--- src/rtl/io_output_port.sv ---
// Output-direction IO port: buffers OUT words in a small FIFO and hands them to the
// output device over valid/ready. 1-cycle push-to-valid latency; Stall asserts when full.
module io_output_port #(
  parameter int DEPTH  = 4,
  parameter int DATA_W = 32,
  parameter int CNT_W  = 16
) (
  input  logic                     clock,
  input  logic                     reset,
  input  logic                     OutEnable,
  input  logic [DATA_W-1:0]        OutData,
  output logic                     Stall,
  output logic [DATA_W-1:0]        DevData,
  output logic                     DevValid,
  input  logic                     DevReady,
  output logic [$clog2(DEPTH):0]   Pending,
  output logic [CNT_W-1:0]         OutCount
);

  localparam int AW = $clog2(DEPTH);
  localparam int PW = AW + 1;

  localparam logic [AW-1:0]    PTR_ONE = AW'(1);
  localparam logic [PW-1:0]    OCC_ONE = PW'(1);
  localparam logic [PW-1:0]    OCC_FULL = PW'(DEPTH);
  localparam logic [CNT_W-1:0] CNT_ONE = CNT_W'(1);

  localparam logic [0:0] IDLE = 1'b0;
  localparam logic [0:0] SEND = 1'b1;

  logic [DATA_W-1:0] mem [DEPTH];
  logic [AW-1:0]     wr_ptr;
  logic [AW-1:0]     rd_ptr;
  logic [PW-1:0]     occ;
  logic [PW-1:0]     occ_next;
  logic [0:0]        state;
  logic [0:0]        state_next;
  logic [CNT_W-1:0]  out_count;
  logic              full;
  logic              push;
  logic              pop;

  // Full is taken from registered occupancy only, so a same-cycle pop never frees a slot.
  assign full = (occ == OCC_FULL);
  assign push = OutEnable && !full;
  assign pop  = (state == SEND) && DevReady;

  always_comb begin
    occ_next = occ;
    case ({push, pop})
      2'b10:   occ_next = occ + OCC_ONE;
      2'b01:   occ_next = occ - OCC_ONE;
      default: occ_next = occ;
    endcase
  end

  always_comb begin
    state_next = state;
    case (state)
      IDLE:    if (occ_next != '0) state_next = SEND;
      SEND:    if (pop && occ_next == '0) state_next = IDLE;
      default: state_next = IDLE;
    endcase
  end

  always_ff @(posedge clock or posedge reset) begin
    if (reset) begin
      for (int i = 0; i < DEPTH; i++) begin
        mem[i] <= '0;
      end
    end else if (push) begin
      mem[wr_ptr] <= OutData;
    end
  end

  always_ff @(posedge clock or posedge reset) begin
    if (reset) begin
      wr_ptr    <= '0;
      rd_ptr    <= '0;
      occ       <= '0;
      state     <= IDLE;
      out_count <= '0;
    end else begin
      if (push) wr_ptr <= wr_ptr + PTR_ONE;
      if (pop) begin
        rd_ptr    <= rd_ptr + PTR_ONE;
        out_count <= out_count + CNT_ONE;
      end
      occ   <= occ_next;
      state <= state_next;
    end
  end

  assign Stall    = full;
  assign DevValid = (state == SEND);
  assign DevData  = (state == SEND) ? mem[rd_ptr] : '0;
  assign Pending  = occ;
  assign OutCount = out_count;

endmodule

--- config.mk ---
export PLATFORM = sky130hd
export DESIGN_NAME = io_output_port
export DESIGN_NICKNAME = d
export VERILOG_FILES = /design/src/rtl/io_output_port.sv
export SDC_FILE = /design/constraint.sdc
export NUM_CORES = 1
export LEC_CHECK = 0
export ABC_CLOCK_PERIOD_IN_PS = 6070
export CORE_ASPECT_RATIO = 1.25
export CORE_MARGIN = 8
export CORE_UTILIZATION = 25
export DETAILED_ROUTE_END_ITERATION = 12
export PLACE_DENSITY_LB_ADDON = 0.15
export SYNTH_ARGS = -nofsm -noshare
export SYNTH_HDL_FRONTEND = slang
export SYNTH_SLANG_ARGS = --single-unit
--- constraint.sdc ---
create_clock -name clock -period 6.07 [get_ports clock]
set_clock_uncertainty 0.2 [all_clocks]
set_input_delay 1.214 -clock clock [delete_from_list [all_inputs] [get_ports clock]]
set_output_delay 1.214 -clock clock [all_outputs]
set_load 0.01 [all_outputs]
* Word level (Yosys, flattened, before mapping)
Index checks and enable logic that the tools add are counted.
W data, S select, Z words.
** Storage, ports and cells
- Bits in registers :: 152
- Bits in latches :: 0
- Memory bits (writable) :: 0
- ROM bits :: 0
- Input port bits :: 36
- Output and inout port bits :: 53
- Word-level logic and storage cells :: 41
- Memories :: 0
** Operators by class
- Add/sub/neg operators :: 5
- Multipliers :: 0
- Divide/modulo/power cells :: 0
- Order comparisons :: 3
- Equality and inequality tests :: 3
- Shift-type cells :: 0
- Mux-type cells :: 11
- Bitwise operators :: 3
- Reduce and logical (&&, ||, !) cells :: 7
** Operators by type and width (number)
- $bwmux W128 :: 1
- $mux W32 :: 4
- $bmux W32 S2 :: 1
- $demux W32 S2 :: 1
- $add A16 B1 Y16 const B :: 1
- $ge A3 B3 Y1 const B :: 2
- $not A2 Y3 :: 2
- $pmux W3 S2 :: 1
- $add A2 B1 Y2 const B :: 2
- $logic_and A1 B1 Y1 :: 4
- $add A3 B1 Y3 const B :: 1
- $eq A3 B3 Y1 const B :: 1
- $logic_not A3 Y1 :: 1
- $lt A3 B1 Y1 const B :: 1
- $reduce_bool A3 Y1 :: 1
- $sub A3 B1 Y3 const B :: 1
- $eq A2 B1 Y1 const B :: 1
- $eq A2 B2 Y1 const B :: 1
- $mux W1 :: 2
- $pmux W1 S2 :: 1
- $logic_not A1 Y1 :: 1
- $not A1 Y1 :: 1

* Logic depth before layout (Yosys ltp)
- Word-level depth :: 9
- Gate-level depth with buffers :: 10
- Gate-level depth less buffers :: 9

* Worst setup path after synthesis
Ideal clock, no wire load.
- Kind :: input-to-reg
- Start :: input port OutEnable
- End :: register state, in the netlist DevValid
- Library setup time :: 0.139 ns
- Data arrival time :: 2.964 ns
- Required time :: 5.731 ns
- Setup slack :: 2.768 ns
- Stages on the path :: 7
- Path buffers :: 1
- Path through :: nor2b_4 buf_12 inv_1 ha_1 fa_1 mux2_2 or4_1
** On the way
- Longest elaborated chain between the ends :: 7
- Elaborated cells between the ends (all ways) :: 10
- Classes of those cells :: 2 x eq/ne; 4 x mux; 4 x reduce/logical
** Ends and longest elaborated chain
- start, declared :: RTL line 10 : input logic OutEnable,
- $logic_and A1 B1 Y1 * :: RTL line 45 : assign push = OutEnable && !full;
- $eq A2 B1 Y1 or $eq A2 B2 Y1 (tied branches) :: RTL line 50 : case ({push, pop})
- $pmux W3 S2 * :: RTL line 50
- named net occ_next[1] :: RTL line 35 : logic [PW-1:0] occ_next;
- $logic_not A3 Y1 :: RTL line 61 : SEND: if (pop && occ_next == '0) state_next = IDLE;
- $logic_and A1 B1 Y1 :: RTL line 61
- $mux W1 :: RTL line 61
- $pmux W1 S2 * :: RTL line 59 : case (state)
- named net state_next :: RTL line 37 : logic [0:0] state_next;
- end signal, assigned :: RTL line 90 : state <= state_next;
- end, declared :: RTL line 36 : logic [0:0] state;
The timed path passes the listed nets; every way through them passes the cells marked *.
A chain may end at the register's enable or synchronous reset.

* Worst setup path in the final report
- Start :: register rd_ptr[0]
- End :: output port DevData[20]
** On the way
- Longest elaborated chain between the ends :: 5
** Ends and longest elaborated chain
- start, declared :: RTL line 33 : logic [AW-1:0] rd_ptr;
- start signal, assigned :: RTL line 86 : rd_ptr <= rd_ptr + PTR_ONE;
- $not A2 Y3 (not written as such) :: RTL line 96 : assign DevData = (state == SEND) ? mem[rd_ptr] : '0;
- $bmux W32 S2 :: RTL line 96
- $mux W32 (not written as such) (2 in series) :: RTL line 96
- $mux W32 :: RTL line 96
- end, declared :: RTL line 13 : output logic [DATA_W-1:0] DevData,
No other way between the ends. The select of a mux whose other input is x is not followed.

==> out/metrics.cfg <==
[clock_tree]
clock-root-buffer=clkbuf_16
cts_resized=0
cts_tree=done
worstSkewPairLatency_ns=0.42
clock_path_buffers=2
path_clk_slew_ns=0.06
cts_buffers=17
htreeDepth=4
clock-sinks=152
cts.hold.buffers_added=0
post_cts_buffers=0

[timing]
relSlewSlack_pct=30.79
setup_slack_ns=1.698
hold_viol_final=0
timing.final.crit_period_ns=4.372
setup_violations=0
rsz0062_at_grt=false
fin_crit_sh_pct=72.03
worstMarginPinSlew_ns=1.038
tns_ns=0
max_freq_mhz=228.7
maxSlewViolCount=0

[power_and_ir_drop]
swShare_pct=30.49
ir_drop_mv=0.2700
combPwrFrac_pct=46.0
p_clk_share_pct=20.9
powerDensity_nw_per_um2=623.6
finalPower_uw=5813
switchingPower_uw=1772
intPower_uw=4041
p_seq_share_pct=33.1
p_leak_uw=0.004200

[place]
place_inst=911
gp_congestion=0.6925
dp_hpwl_mm=10.93
placed_area_um2=8646
dp_slack_ns=1.971
io_buffers=88

[synth]
synthFlopType=dfrtp_1
avgSynthCellArea_um2=17.09
yosys.area.top_type_share_pct=50.35
netlist_area_um2=7555
synthArstFlopShare_pct=100.0
synth.most_common_cell=dfrtp_1
synth_edf_count=0
synth_top_area_cell=dfrtp_1
synth_common_cells=152 x dfrtp_1, 120 x mux2_4, 32 x and2_1, 32 x mux4_2, 15 x xnor2_1
netlist_top_cells_area=dfrtp_1 50%, mux2_4 24%, mux4_2 9.5%
syn_inst=442
synth.net_count=485
seq_area_frac_synth_pct=50.35
ys_ff_latch=152
yosysWarnings=0
ys_types=29

[finish]
stdcell_area_um2=9321
instances_no_fill=943
area_delta_synth_final_pct=23.39
antennaDiodeCount=0
drive_gt1_share_pct=38.38
fill_cells=2961
final_nets=572

[floorplanning]
start_util_pct=25.24
io_pins=89
placementRows=71
dieArea_um2=36070
die_h_um=210.4
die_w_um=171.5
core_um2=29940

[detailed_routing]
via_per_inst=4.201
routed-via-count=3962
drt_iter0_drc=225
drc=0
wl_per_cell_um=19.01
dr.pass1.iters=4
wl_mm=17.92
antenna_left=0

[critical_path]
worstPathArrival_ns=2.96
crit_fanout=18
worstSetupEndpointType=primary output
startpoint_type=flop
required_ns=4.66
path_class=reg2out

[status]
status=completed

[run]
drv_cap=0

[global_route]
grt_pass1_wl_mm=29.24
grt_pass1_vias=4712
grt_max_degree=66
grt_overflow=0
antenna_found_initial=1
grt_usage_pct=10.63

[hold_path]
hp-class=reg2reg

flip-flops by register name, indices dropped and copies added, names as in the netlist:
register,flops
DevValid,1
mem,128
OutCount,16
wr_ptr,2
rd_ptr,2
Pending,3
final cells by class:
cell class | count | area [µm²] | area share [%]
clock inverters | 14 | 246.5 | 2.644
inverters | 9 | 38.79 | 0.4161
multi-input cells | 257 | 3388 | 36.35
clock buffers | 18 | 429.2 | 4.604
well taps | 401 | 501.7 | 5.383
repair buffers | 92 | 910.9 | 9.772
flip-flops and latches | 152 | 3806 | 40.83
path summary, 6_finish.rpt:
path | from | to | slack, ns | cells after the start
worst max-delay path | rd_ptr[0] | DevData[20] | 1.70 | 4
worst min-delay path | OutCount[15] | OutCount[15] | 0.28 | 1
worst max register to register | DevValid | DevValid | 2.90 | 6
worst min register to register | OutCount[15] | OutCount[15] | 0.28 | 1
max in group asynchronous | reset | mem[66] | 3.50 | 3
min in group asynchronous | reset | mem[113] | 1.06 | 2
metrics by stage:
| stage | util (%) | hold WS, ns |
|---|---|---|
| floorplan | - | 0.2738 |
| global placement | 28.88 | 0.2641 |
| detailed placement | 28.88 | 0.2653 |
| CTS | 31.14 | 0.2779 |
| global route | 31.14 | 0.3059 |
| finish | 31.14 | 0.2800 |
placed cells by master (no fill, tap or decap), types with 7 or more instances in the layout:
cell type        instances
inv_1                    8
xnor2_1                 15
mux4_2                  32
dfrtp_1                150
nand2_1                  7
clkdlybuf4s50_1         88
and2_1                  32
mux2_4                 120
clkbuf_16               17
mux2_2                  10
logic make-up after synthesis:
family	after synthesis	synth area share, %
multiplexers	162	34.88
flip-flops	152	50.35
AND/OR/NAND/NOR	66	6.211
buffers and inverters	33	4.803
XOR/XNOR	21	2.435
adder cells (fa/ha/maj)	7	1.259
AO/OA/AOI/OAI	1	0.06618
layer usage:
layer | global-route usage (%) | part of all wire [%] | vias up
li1 | - | - | 1759
met1 | 13.76 | 46 | 2108
met2 | 17.11 | 48 | 78
met3 | 3.013 | 4.5 | 15
met4 | 2.824 | 1.0 | 2
met5 | 0 | 0.073 | -
power by group through the flow:
stage	sequential (µW)	clock (µW)	combinational, µW
2_1_floorplan	1740	0	1980
3_3_place_gp	1910	0	2690
3_5_place_dp	1950	0	2720
4_1_cts	1940	1250	2740
5_1_grt	2010	1300	2890
6_report	1920	1220	2670
worst max-delay path: stages (launching register included):
cell	delay, ns
dfrtp_2	0.81
buf_4	0.49
mux4_2	0.54
and2_1	0.21
clkdlybuf4s50_1	0.49
Power figures use the tool's default switching activity.
